<file path="config.mk">
export PLATFORM = sky130hd
export DESIGN_NAME = axi4s_pkt_gen_flat
export DESIGN_NICKNAME = d
export VERILOG_FILES = /design/src/rtl/axi4s_pkt_gen_if.sv /design/src/rtl/axi4s_pkt_gen.sv /design/src/flat_wrapper.sv
export SDC_FILE = /design/constraint.sdc
export NUM_CORES = 1
export LEC_CHECK = 0
export BUFFER_PORTS_ARGS = -buffer_cell sky130_fd_sc_hd__buf_2
export CAP_MARGIN = 20
export CORE_MARGIN = 4
export CORE_UTILIZATION = 42
export CTS_CLUSTER_DIAMETER = 150
export DETAILED_ROUTE_END_ITERATION = 8
export MAX_ROUTING_LAYER = met4
export PLACE_DENSITY = 0.71
export REMOVE_ABC_BUFFERS = 1
export SETUP_SLACK_MARGIN = 0.15
export SKIP_LAST_GASP = 1
export SLEW_MARGIN = 20
export SYNTH_ARGS = -nofsm -noshare
export SYNTH_HDL_FRONTEND = slang
export SYNTH_SLANG_ARGS = --single-unit
</file>
<file path="constraint.sdc">
create_clock -name clk -period 1.9 [get_ports clk]
set_clock_uncertainty 0.05 [all_clocks]
set_input_delay 0.19 -clock clk [delete_from_list [all_inputs] [get_ports clk]]
set_output_delay 0.19 -clock clk [all_outputs]
set_load 0.01 [all_outputs]
</file>
<file path="src/rtl/axi4s_pkt_gen_if.sv">
// AXI4-Stream data channel between a packet source (master) and a sink (slave).
interface axi4s_pkt_gen_if #(
  parameter int DW = 32
) ();
  logic [DW-1:0] tdata;
  logic          tvalid;
  logic          tready;
  logic          tlast;

  modport master (output tdata, output tvalid, output tlast, input tready);
  modport slave  (input tdata, input tvalid, input tlast, output tready);
endinterface

</file>
<file path="src/rtl/axi4s_pkt_gen.sv">
// AXI4-Stream burst packet generator; optional idle gap between packets via AXI4S_PKT_GEN_GAP_EN.
// First beat one cycle after start; all outputs registered and held stable while m.tready is low.
module axi4s_pkt_gen #(
  parameter int DW   = 32,
  parameter int LENW = 16,
  parameter int NUMW = 8,
  parameter int GAP  = 4
) (
  input  logic            clk,
  input  logic            reset_n,
  input  logic            start,
  input  logic [LENW-1:0] pkt_len,
  input  logic [NUMW-1:0] pkt_num,
  output logic            busy,
  output logic            done,
  axi4s_pkt_gen_if.master m
);

  if (GAP < 1) begin : g_gap_chk
    $error("axi4s_pkt_gen: GAP must be at least 1");
  end

`ifdef AXI4S_PKT_GEN_GAP_EN
  localparam int GW = (GAP > 1) ? $clog2(GAP) : 1;
  typedef enum logic [1:0] {IDLE = 2'd0, SEND = 2'd1, GAP_ST = 2'd2} state_t;
  logic [GW-1:0]   gap_q, gap_d;
`else
  typedef enum logic [1:0] {IDLE = 2'd0, SEND = 2'd1} state_t;
`endif

  state_t          state_q, state_d;
  logic [LENW-1:0] len_q, len_d;
  logic [NUMW-1:0] num_q, num_d;
  logic [LENW-1:0] beat_q, beat_d;
  logic [NUMW-1:0] pkt_q, pkt_d;
  logic [DW-1:0]   tdata_q, tdata_d;
  logic            tvalid_q, tvalid_d;
  logic            tlast_q, tlast_d;
  logic            busy_q, busy_d;
  logic            done_q, done_d;

  always_ff @(posedge clk or negedge reset_n) begin
    if (!reset_n) begin
      state_q  <= IDLE;
      len_q    <= '0;
      num_q    <= '0;
      beat_q   <= '0;
      pkt_q    <= '0;
      tdata_q  <= '0;
      tvalid_q <= 1'b0;
      tlast_q  <= 1'b0;
      busy_q   <= 1'b0;
      done_q   <= 1'b0;
`ifdef AXI4S_PKT_GEN_GAP_EN
      gap_q    <= '0;
`endif
    end else begin
      state_q  <= state_d;
      len_q    <= len_d;
      num_q    <= num_d;
      beat_q   <= beat_d;
      pkt_q    <= pkt_d;
      tdata_q  <= tdata_d;
      tvalid_q <= tvalid_d;
      tlast_q  <= tlast_d;
      busy_q   <= busy_d;
      done_q   <= done_d;
`ifdef AXI4S_PKT_GEN_GAP_EN
      gap_q    <= gap_d;
`endif
    end
  end

  // tdata_q doubles as the word counter: each new beat presents the previous word + 1.
  always_comb begin
    state_d  = state_q;
    len_d    = len_q;
    num_d    = num_q;
    beat_d   = beat_q;
    pkt_d    = pkt_q;
    tdata_d  = tdata_q;
    tvalid_d = tvalid_q;
    tlast_d  = tlast_q;
    busy_d   = busy_q;
    done_d   = 1'b0;
`ifdef AXI4S_PKT_GEN_GAP_EN
    gap_d    = gap_q;
`endif
    case (state_q)
      IDLE: begin
        // done_q marks the completion cycle, in which a new start is not taken
        if (start && !done_q) begin
          state_d  = SEND;
          len_d    = pkt_len;
          num_d    = pkt_num;
          beat_d   = '0;
          pkt_d    = '0;
          tdata_d  = '0;
          tvalid_d = 1'b1;
          tlast_d  = (pkt_len == '0);
          busy_d   = 1'b1;
        end
      end
      SEND: begin
        if (tvalid_q && m.tready) begin
          if (tlast_q) begin
            if (pkt_q == num_q) begin
              state_d  = IDLE;
              tvalid_d = 1'b0;
              tlast_d  = 1'b0;
              busy_d   = 1'b0;
              done_d   = 1'b1;
            end else begin
              pkt_d  = pkt_q + 1'b1;
              beat_d = '0;
`ifdef AXI4S_PKT_GEN_GAP_EN
              state_d  = GAP_ST;
              tvalid_d = 1'b0;
              gap_d    = GW'(GAP - 1);
`else
              tdata_d = tdata_q + 1'b1;
              tlast_d = (len_q == '0);
`endif
            end
          end else begin
            beat_d  = beat_q + 1'b1;
            tdata_d = tdata_q + 1'b1;
            tlast_d = (LENW'(beat_q + 1'b1) == len_q);
          end
        end
      end
`ifdef AXI4S_PKT_GEN_GAP_EN
      GAP_ST: begin
        if (gap_q == '0) begin
          state_d  = SEND;
          tvalid_d = 1'b1;
          tdata_d  = tdata_q + 1'b1;
          tlast_d  = (len_q == '0);
        end else begin
          gap_d = gap_q - 1'b1;
        end
      end
`endif
      default: state_d = IDLE;
    endcase
  end

  assign m.tdata  = tdata_q;
  assign m.tvalid = tvalid_q;
  assign m.tlast  = tlast_q;
  assign busy     = busy_q;
  assign done     = done_q;

endmodule

</file>
<file path="src/flat_wrapper.sv">
// flat-port wrapper written by rule: the top's interface ports become plain ports
module axi4s_pkt_gen_flat 
#(
  parameter int DW   = 32,
  parameter int LENW = 16,
  parameter int NUMW = 8,
  parameter int GAP  = 4
)
  (clk, reset_n, start, pkt_len, pkt_num, busy, done, m_tdata, m_tvalid, m_tlast, m_tready);
  axi4s_pkt_gen_if #(.DW(DW)) m_i ();
  input  logic clk;
  input  logic reset_n;
  input  logic start;
  input  logic [LENW-1:0] pkt_len;
  input  logic [NUMW-1:0] pkt_num;
  output logic busy;
  output logic done;
  output wire logic [$bits(m_i.tdata)-1:0] m_tdata;
  output wire logic [$bits(m_i.tvalid)-1:0] m_tvalid;
  output wire logic [$bits(m_i.tlast)-1:0] m_tlast;
  input wire logic [$bits(m_i.tready)-1:0] m_tready;
  assign m_tdata = m_i.tdata;
  assign m_tvalid = m_i.tvalid;
  assign m_tlast = m_i.tlast;
  assign m_i.tready = m_tready;
  axi4s_pkt_gen #(.DW(DW), .LENW(LENW), .NUMW(NUMW), .GAP(GAP)) u_core (.clk(clk), .reset_n(reset_n), .start(start), .pkt_len(pkt_len), .pkt_num(pkt_num), .busy(busy), .done(done), .m(m_i));
endmodule
</file>
==> flow_summary_export.csv <==
group,metric,value,unit
run_status,outcome,"complete, but fails checks",
run_status,failed_checks,"negative setup slack",
placed_design,placement.cell_area,5710,sq um
detailed_routing,route.vias.total,4668,
detailed_routing,drt_iter0_markers,337,
setup_path,crit_required,2.11,ns
placed_design,place.detailed.hpwl,9.03,mm
cells_and_area,layout.cells.non_filler,843,
synthesis,muxShareOfSynthArea,0.00863,
sta,max_slew.worst_pin.slew,0.525,ns
synthesis,yosys.area_share.xor_xnor,0.110,
cells_and_area,sequential_cell_area,2080,sq um
setup_path,critPathArrivalTime,2.36,ns
placed_design,port_buffers,63,
cells_and_area,synthToLayoutAreaGrowth,47.0,%
die,core_area,10800,sq um
clock_tree,clkTransAtPathRegs,0.10,ns
placed_design,numPlacedInstances,780,
setup_path,setup.worst_path.start_class,"flip-flop",
synthesis,synth_top_family_by_area,"simple AND/OR/NAND/NOR gates",
min_path,holdCritPathClass,"in -> reg",
synthesis,ys_ff_latch,83,
synthesis,fraction_of_the_mapped_netlist_area_in_compound_gates,0.0998,
die,die_w,113,um
synthesis,seq_area_frac_synth,0.448,
sta,fin_ws,-0.244,ns
sta,maxClockFrequency,466,MHz
setup_path,critical_path.max_fanout,5,
detailed_routing,drc,0,
cells_and_area,utilization,0.629,
cells_and_area,drive_gt1_frac,0.393,
sta,hold_violations,0,
sta,number_of_max_slew_violations_in_the_final_report,0,
clock_tree,cts-root-buf,"sky130_fd_sc_hd__clkbuf_8",
global_route,number_of_global_route_vias_before_repair,4507,
synthesis,synth_simple_gate_area_share,0.294,
die,design.portCount,64,
sta,post-route-period-util,1.13,
sta,setup-violations-final,50,
detailed_routing,firstDrtPassIters,5,
sta,setup_total_negative_slack,-4.22,ns
synthesis,synth_cell_type_count,58,
global_route,antenna_found_initial,1,
clock_tree,count_of_h_tree_levels_built_during_cts,3,
cells_and_area,fillers,843,
pwr,ir_drop,0.363,mV
synthesis,post_syn_area,4640,sq um
detailed_routing,route.final.wire_length,14.5,mm
pwr,design_power_total,4.23,mW
clock_tree,tritoncts,"yes",
detailed_routing,via_per_inst,5.54,
sta,timing.max_slew.rel_slack,0.649,
die,die_h,113,um
clock_tree,worstSkewPairLatency,0.38,ns
cells_and_area,layout.cell_area.non_filler,6820,sq um
global_route,grt_use_total,0.223,
synthesis,synthCells,516,
global_route,maximum_number_of_pins_on_one_net_before_global_route_repair,60,
synthesis,synth_adder_area_share,0.00809,
synthesis,yosys_most_used_dff,"sky130_fd_sc_hd__dfrtp_1",
global_route,overflow,0,
sta,post-route-min-period,2.14,ns
global_route,wire_length_of_the_first_global_routing_pass,22.5,mm
die,initial_utilization,0.428,
setup_path,critPathCaptureType,"flip-flop",
synthesis,number_of_flops_mapped_to_enable_cells_by_yosys,0,
clock_tree,clock_sink_count,83,
sta,setup_repair_after_global_routing_missed_its_margin,"true",
placed_design,place.gp.congestion,0.890,
placed_design,placement.setup.worst_slack,-0.170,ns
detailed_routing,routedWlPerCell,17.2,um
detailed_routing,final_antenna_net_count,0,
run,timing.max_cap.violations,0,
cells_and_area,final_net_count,728,
synthesis,synth-async-reset-ratio,1.00,
synthesis,ys.warnings.count,0,
pwr,power_density,620,nW/um^2
cells_and_area,area_of_the_multi_input_gates,2870,sq um
synthesis,mean_area_per_synthesized_cell,8.99,sq um
pwr,total_leakage_power,3.18,nW
clock_tree,cts_inserted_buffers,9,
setup_path,critPathKind,"reg -> reg",
sta,fin_hold_ws,0.0732,ns
clock_tree,clockBufferDepth,2,
die,placementRows,38,
die,die-area,12800,sq um
sequential cells by signal, summed over array words and instances (netlist names):
signal,flops
u_core.state_q,1
u_core.done,1
u_core.num_q,8
u_core.m.tlast,1
u_core.len_q,16
u_core.m.tdata,32
u_core.pkt_q,8
u_core.beat_q,16
critical path, stage by stage, from the launching register on:
cell	delay (ns)
sky130_fd_sc_hd__dfrtp_1	0.44
sky130_fd_sc_hd__xnor2_2	0.27
sky130_fd_sc_hd__nand4_4	0.18
sky130_fd_sc_hd__buf_4	0.18
sky130_fd_sc_hd__o311ai_4	0.26
sky130_fd_sc_hd__buf_6	0.17
sky130_fd_sc_hd__clkbuf_16	0.15
sky130_fd_sc_hd__nor4_4	0.05
sky130_fd_sc_hd__xnor2_1	0.21
sky130_fd_sc_hd__nor2_1	0.07
cell families after synthesis:
family | after synthesis
compound gates | 72
xor+xnor | 58
fa+ha+maj | 3
buf+inv | 37
flops | 83
mux | 4
simple gates | 259
path summary, 6_finish.rpt:
| check | from | to | slack, ns | cells after the start |
|---|---|---|---|---|
| worst max register to register | u_core.pkt_q[6] | u_core.m.tdata[28] | -0.24 | 9 |
| max in group asynchronous | reset_n | u_core.m.tdata[15] | 0.94 | 3 |
| worst min register to register | u_core.num_q[4] | u_core.num_q[4] | 0.48 | 2 |
| worst min-delay path | m_tready | u_core.done | 0.07 | 2 |
| worst max-delay path | u_core.pkt_q[6] | u_core.m.tdata[28] | -0.24 | 9 |
| min in group asynchronous | reset_n | u_core.len_q[7] | 0.27 | 2 |
cell type report:
| cell class | instances | share of cell area |
|---|---|---|
| multi-input cells | 397 | 0.420 |
| flip-flops and latches | 83 | 0.305 |
| repair buffers | 195 | 0.217 |
| well taps | 140 | 0.0257 |
| clock buffers | 10 | 0.0187 |
| clock inverters | 6 | 0.00697 |
| inverters | 11 | 0.00606 |
| diodes | 1 | 0.000367 |
timing repair:
item | 4_1_cts | 5_1_grt
setup endpoints to repair | 58 | 58
hold buffers | 25 | 0
endpoints found under the hold margin | 56 | 0
gates cloned | 2 | 1
buffers inserted | 11 | 7
pin swaps | 39 | 22
resized for setup | 70 | 57
placed cells by master (no fill, tap or decap), types with 7 or more instances in the layout:
master,Yosys,final
sky130_fd_sc_hd__dlygate4sd3_1,0,25
sky130_fd_sc_hd__dfrtp_1,83,82
sky130_fd_sc_hd__o21ai_2,0,13
sky130_fd_sc_hd__o21ai_1,2,10
sky130_fd_sc_hd__xnor2_1,51,43
sky130_fd_sc_hd__xnor2_2,0,8
sky130_fd_sc_hd__o21ai_0,28,7
sky130_fd_sc_hd__nor3_2,4,9
sky130_fd_sc_hd__clkbuf_8,0,9
sky130_fd_sc_hd__inv_1,10,10
sky130_fd_sc_hd__buf_4,1,91
sky130_fd_sc_hd__nand4_1,10,10
sky130_fd_sc_hd__nand2_1,99,96
sky130_fd_sc_hd__buf_6,0,12
sky130_fd_sc_hd__nor2_1,47,43
sky130_fd_sc_hd__xor2_1,7,7
sky130_fd_sc_hd__a21oi_1,11,7
sky130_fd_sc_hd__buf_2,5,62
sky130_fd_sc_hd__nand3_1,22,20
report_power, final:
group	internal (mW)	switching [mW]	total [mW]
registers	1.88	0.103	1.98
logic	0.504	0.523	1.03
clock network	0.493	0.726	1.22
per-layer routing:
metal  track usage  wire [um]  part of all wire  vias to the layer above
li1              -          -                 -                     2168
met1         0.289       6080              0.42                     2281
met2         0.355       7220              0.50                      188
met3        0.0310        857             0.059                       31
met4        0.0857        344             0.024                        0
met5             -          0                 0                        -
Yosys cell counts (6+ instances only):
cell	n	area, sq um
sky130_fd_sc_hd__nand2_1	99	372
sky130_fd_sc_hd__dfrtp_1	83	2080
sky130_fd_sc_hd__xnor2_1	51	447
sky130_fd_sc_hd__nor2_1	47	176
sky130_fd_sc_hd__o21ai_0	28	140
sky130_fd_sc_hd__nand3_1	22	110
sky130_fd_sc_hd__clkbuf_1	18	67.6
sky130_fd_sc_hd__nor3_1	15	75.1
sky130_fd_sc_hd__a21oi_1	11	55.1
sky130_fd_sc_hd__inv_1	10	37.5
sky130_fd_sc_hd__nand4_1	10	62.6
sky130_fd_sc_hd__nor4_1	10	62.6
sky130_fd_sc_hd__xor2_1	7	61.3
sky130_fd_sc_hd__and4_1	6	52.6
sky130_fd_sc_hd__o31ai_1	6	45.0
No activity file was read; power rests on OpenSTA's default activity.
